--- src/rtl/ifetch_unit.sv ---
// Instruction fetch unit: issues sequential word addresses to the instruction cache,
// buffers in-order returns and hands them to decode; redirects flush and drop stale returns.
module ifetch_unit #(
  parameter logic [15:0] RESET_PC = 16'h0000,
  parameter int          DEPTH    = 4
) (
  input  logic        clk,
  input  logic        arst_n,
  input  logic        i_halt,
  input  logic [15:0] i_redirect_pc,
  input  logic        i_redirect_valid,
  input  logic        i_cache_ready,
  input  logic [19:0] i_cache_data,
  input  logic        i_cache_valid,
  input  logic        i_consumer_ready,
  output logic [15:0] o_cache_addr,
  output logic        o_cache_valid,
  output logic [19:0] o_instr,
  output logic [15:0] o_instr_pc,
  output logic        o_instr_valid,
  output logic        o_busy
);

  localparam int PW = (DEPTH > 1) ? $clog2(DEPTH) : 1;
  localparam int CW = PW + 1;
  localparam logic [CW-1:0] FULL = CW'(DEPTH);

  logic [15:0]      pc;
  logic [15:0]      ent_pc   [DEPTH];
  logic [19:0]      ent_data [DEPTH];
  logic [DEPTH-1:0] ent_filled;
  logic [DEPTH-1:0] filled_next;
  logic [PW-1:0]    head, alloc, fill;
  logic [CW-1:0]    occ, pending, drop;

  logic          redirect, issue, pop, ret_fill, ret_drop;
  logic [CW-1:0] drop_next;

  // Stale returns still owed after a flush: the in-flight unfilled entries join the drop
  // count, minus a return landing this very cycle; saturated to [0, DEPTH].
  function automatic logic [CW-1:0] sat_drop(input logic [CW-1:0] d,
                                             input logic [CW-1:0] p,
                                             input logic          r);
    logic [CW:0] sum;
    sum = {1'b0, d} + {1'b0, p};
    if (r && (sum != '0)) sum = sum - 1'b1;
    if (sum > {1'b0, FULL}) sum = {1'b0, FULL};
    return sum[CW-1:0];
  endfunction

  assign redirect      = i_redirect_valid & ~i_halt;
  assign o_cache_addr  = pc;
  // Gated by arst_n so nothing is requested while reset is held.
  assign o_cache_valid = arst_n & ~i_halt & ~i_redirect_valid & (occ < FULL);
  assign issue         = o_cache_valid & i_cache_ready;

  assign o_instr_valid = ent_filled[head];
  assign o_instr       = ent_data[head];
  assign o_instr_pc    = ent_pc[head];
  assign o_busy        = (occ != '0) | (drop != '0);

  assign pop      = o_instr_valid & i_consumer_ready & ~i_halt & ~i_redirect_valid;
  assign ret_drop = i_cache_valid & ~i_halt & ~i_redirect_valid & (drop != '0);
  assign ret_fill = i_cache_valid & ~i_halt & ~i_redirect_valid & (drop == '0) & (pending != '0);
  assign drop_next = sat_drop(drop, pending, i_cache_valid);

  always_comb begin
    filled_next = ent_filled;
    if (issue)    filled_next[alloc] = 1'b0;
    if (pop)      filled_next[head]  = 1'b0;
    if (ret_fill) filled_next[fill]  = 1'b1;
  end

  always_ff @(posedge clk or negedge arst_n) begin
    if (!arst_n) begin
      pc         <= RESET_PC;
      head       <= '0;
      alloc      <= '0;
      fill       <= '0;
      occ        <= '0;
      pending    <= '0;
      drop       <= '0;
      ent_filled <= '0;
      for (int i = 0; i < DEPTH; i++) begin
        ent_pc[i]   <= '0;
        ent_data[i] <= '0;
      end
    end else if (!i_halt) begin
      if (redirect) begin
        pc         <= i_redirect_pc;
        head       <= '0;
        alloc      <= '0;
        fill       <= '0;
        occ        <= '0;
        pending    <= '0;
        drop       <= drop_next;
        ent_filled <= '0;
        for (int i = 0; i < DEPTH; i++) begin
          ent_pc[i]   <= '0;
          ent_data[i] <= '0;
        end
      end else begin
        if (issue) begin
          ent_pc[alloc] <= pc;
          alloc         <= alloc + 1'b1;
          pc            <= pc + 16'd1;
        end
        if (ret_fill) begin
          ent_data[fill] <= i_cache_data;
          fill           <= fill + 1'b1;
        end
        if (ret_drop) drop <= drop - 1'b1;
        if (pop)      head <= head + 1'b1;
        ent_filled <= filled_next;
        occ        <= occ + CW'(issue) - CW'(pop);
        pending    <= pending + CW'(issue) - CW'(ret_fill);
      end
    end
  end

endmodule
--- config.mk ---
export PLATFORM = sky130hd
export DESIGN_NAME = ifetch_unit
export DESIGN_NICKNAME = d
export VERILOG_FILES = /design/src/rtl/ifetch_unit.sv
export SDC_FILE = /design/constraint.sdc
export NUM_CORES = 1
export LEC_CHECK = 0
export CAP_MARGIN = 15
export CELL_PAD_IN_SITES_DETAIL_PLACEMENT = 1
export CELL_PAD_IN_SITES_GLOBAL_PLACEMENT = 2
export CORE_AREA = 5 5 190 146
export CTS_CLUSTER_DIAMETER = 200
export CTS_CLUSTER_SIZE = 14
export DETAILED_ROUTE_END_ITERATION = 8
export DIE_AREA = 0 0 195 151
export PLACE_DENSITY_LB_ADDON = 0.25
export SLEW_MARGIN = 5
export SYNTH_ARGS = -nofsm -noshare
export SYNTH_HDL_FRONTEND = slang
export SYNTH_SLANG_ARGS = --single-unit
--- constraint.sdc ---
create_clock -name clk -period 3.7 [get_ports clk]
set_input_delay 0.74 -clock clk [delete_from_list [all_inputs] [get_ports clk]]
set_output_delay 0.74 -clock clk [all_outputs]
set_load 0.01 [all_outputs]
==> impl_metrics.json <==
{
  "status": "completed",
  "syn-num-nets": 1036,
  "synth_edf_count": 0,
  "tritoncts": "done",
  "cp_top_family": "buffers and inverters",
  "drtIter0Drc": 325,
  "synthFlopType": "dfrtp_1",
  "place.port_buffers": 97,
  "cts_setup_buffers": 0,
  "rsz0062_at_grt": "no",
  "final_nets": 1106,
  "worst_slack_ns": 0.4389,
  "yosysSeqAreaShare_pct": 49.38,
  "finalCritPeriodShare_pct": 88.14,
  "drive_above_1_share_pct": 10.76,
  "wl_mm": 28.05,
  "cts_buffers": 17,
  "path_buf_inv": 3,
  "dieArea_sq_um": 29450,
  "grt_pass1_vias": 7908,
  "die_y_um": 151,
  "place_ws_ns": 0.2711,
  "drv_slew": 0,
  "setup_violations": 0,
  "cts.clk_slew.worst_paths_ns": 0.07,
  "async_flop_share_pct": 100.0,
  "p_switching_w": 0.002175,
  "syn_avg_cell_area_sq_um": 9.381,
  "hold_viol_final": 0,
  "peakVddDrop_mv": 0.3374,
  "clock-sinks": 179,
  "pwr-share-clk_pct": 29.7,
  "cpMaxStageDelayCell": "clkdlybuf4s50_1",
  "cp-start-kind": "primary input",
  "cp_max_fo": 7,
  "holdBufCountCts": 0,
  "syn_inst": 967,
  "finClkSkew_ns": 0.009982,
  "synth.distinct_cells": 57,
  "netlist_area_sq_um": 9071,
  "max_clock_freq_ghz": 0.3066,
  "crit_path_frequent_cell": "clkdlybuf4s50_1",
  "placeableCoreArea_sq_um": 25650,
  "clk_path_buf_depth": 2,
  "ios": 98,
  "vias": 7293,
  "fp.dieW_um": 195,
  "start_util_pct": 35.36,
  "criticalPathCategory": "in -> out",
  "p_leak_nw": 4.561,
  "clk_latency_ns": 0.45,
  "vias_per_cell": 5.232,
  "worstPathRequired_ns": 2.96,
  "grt_pass1_wl_mm": 45.09,
  "grt_start_max_net_pins": 74,
  "syn2layout_area_growth_pct": 21.21,
  "place_congestion": 0.7627,
  "worstHoldPathType": "in -> async",
  "powerDensity_nw_per_um2": 581.1,
  "worstMarginPinSlew_ns": 1.063,
  "pwr-share-seq_pct": 39.1,
  "maxSlewHeadroom_pct": 29.13,
  "hpwl_mm": 18.10,
  "wire_per_inst_um": 20.12,
  "grt_antenna_before_repair": 0,
  "cap_violations": 0,
  "combPwrFrac_pct": 31.1,
  "antenna_cells": 0,
  "tns_ns": 0,
  "root_buffer": "clkbuf_16",
  "sw_frac_of_total_pct": 34.04,
  "critPathCaptureType": "output pin",
  "worst_ep_arrival_time_ns": 2.52,
  "postRouteAntennaNets": 0,
  "synth_seq_cells": 179,
  "grt_overflow_total": 0,
  "grtUsageTotal_pct": 19.63,
  "slowest_delay_ns": 0.64,
  "first_pass_iters": 4,
  "cts-htree-levels": 4,
  "crit_chain": "clkdlybuf4s50_1, clkinv_1, nand2_1, nor3b_1, clkdlybuf4s50_1",
  "row_count": 51,
  "ys_warn_count": 0,
  "drc": 0,
  "cellInternalPower_w": 0.004214,
  "cts.repair.resized": 0,
  "period_needed_ns": 3.261
}
==> area by class of cell <==
class / count / area, sq um
fill: 2903 / 14660
timing repair buffer: 126 / 1227
clock buffer: 20 / 456.7
sequential: 179 / 4482
inverter: 16 / 60.06
tap: 344 / 430.4
clock inverter: 12 / 143.9
multi-input combinational: 697 / 4195
==> final timing paths <==
path                                  start            end  slack (ns)  depth (start not counted)
setup reg to reg                    drop[0]     pending[2]        0.78                         13
hold reg to reg                  ent_pc[51]     ent_pc[51]        0.48                          2
setup / recovery           i_redirect_valid  o_cache_valid        0.44                          5
min in group clk                 ent_pc[51]     ent_pc[51]        0.48                          2
max in group asynchronous            arst_n   ent_data[52]        1.90                          3
hold / removal                       arst_n         occ[2]        0.08                          1
==> sequential cells by signal, indices dropped and copies added, names as in the netlist <==
register      count
fill              2
ent_pc           64
drop              3
alloc             2
ent_filled        4
head              2
ent_data         80
pending           3
o_cache_addr     16
occ               3
==> worst register-to-register path: cells and delay by family (launching register included) <==
family	cells	cell delay (ns)
XOR/XNOR	1	0.18
flip-flops	1	0.39
AO/OA/AOI/OAI	2	0.19
adder cells (fa/ha/maj)	4	1.03
buffers and inverters	3	0.26
AND/OR/NAND/NOR	3	0.73
==> per-layer routing <==
layer  routed length [um]  GRT usage (%)  vias to the layer above  share of wire [%]
li1                     -              -                     3454                  -
met1                14260          28.95                     3717                 51
met2                12410          30.43                      108                 44
met3                 1141          3.558                       14                4.1
met4                  233          4.361                        0               0.83
met5                    0              0                        -                  0
==> through the flow <==
stage | hold slack (ns) | utilization (%) | instances | cell area [sq um] | power [W]
2_1_floorplan | 0.4444 | - | 967 | 9071 | 0.003605
3_3_place_gp | 0.4563 | 40.52 | 1362 | 10400 | 0.004513
3_5_place_dp | 0.4673 | 40.52 | 1362 | 10400 | 0.004549
4_1_cts | 0.05954 | 42.86 | 1394 | 11000 | 0.006467
5_1_grt | 0.05827 | 42.86 | 1394 | 11000 | 0.006759
6_report | 0.07865 | 42.86 | 1394 | 11000 | 0.006389
==> cell families (layout without fill, tap and decap cells) <==
group | Yosys count | after routing | synth area share, %
xor gates and xnor gates | 6 | 6 | 0.5794
DFF | 179 | 179 | 49.38
and+or+nand+nor | 383 | 383 | 17.32
buffers and inverters | 91 | 174 | 4.524
muxes | 38 | 38 | 9.297
AOI/OAI and AO/OA | 244 | 244 | 15.06
adders and majority gates | 26 | 26 | 3.835
==> Yosys cell counts, drive strengths merged (2+ instances only) <==
library cell / n / area share, %
a21o: 6 / 0.50
a21oi: 94 / 5.2
a221o: 5 / 0.55
a221oi: 3 / 0.29
a22o: 3 / 0.29
a22oi: 3 / 0.25
a31o: 2 / 0.19
a31oi: 6 / 0.41
and2: 9 / 0.62
buf: 42 / 2.4
clkbuf: 33 / 1.4
dfrtp: 179 / 49
fa: 3 / 0.66
ha: 23 / 3.2
inv: 15 / 0.62
mux4: 37 / 9.2
nand2: 321 / 13
nand2b: 3 / 0.21
nand3: 8 / 0.44
nand4: 5 / 0.34
nor2: 16 / 0.72
nor3: 8 / 0.57
nor3b: 2 / 0.17
o21ai: 99 / 5.5
o22ai: 13 / 0.90
o31ai: 2 / 0.17
o32ai: 2 / 0.19
xnor2: 3 / 0.29
xor2: 3 / 0.29
==> power by group through the flow <==
| stage | Clock [W] | Sequential (W) | Combinational [W] |
|---|---|---|---|
| after floorplan | 0 | 0.00239 | 0.00122 |
| after global placement | 0 | 0.00253 | 0.00198 |
| after detailed placement | 0 | 0.00254 | 0.00201 |
| after CTS | 0.00194 | 0.00250 | 0.00202 |
| after global routing | 0.00204 | 0.00254 | 0.00218 |
| final | 0.00190 | 0.00250 | 0.00199 |
==> layout by cell type, fill, tap and decap left out, types with 17 or more instances in the layout <==
cell type / n
a21oi_1: 93
buf_4: 26
clkbuf_16: 17
clkdlybuf4s50_1: 96
dfrtp_1: 177
ha_1: 23
mux4_2: 37
nand2_1: 320
o21ai_0: 82
o21ai_1: 17
No activity file was read; power rests on OpenSTA's default activity.
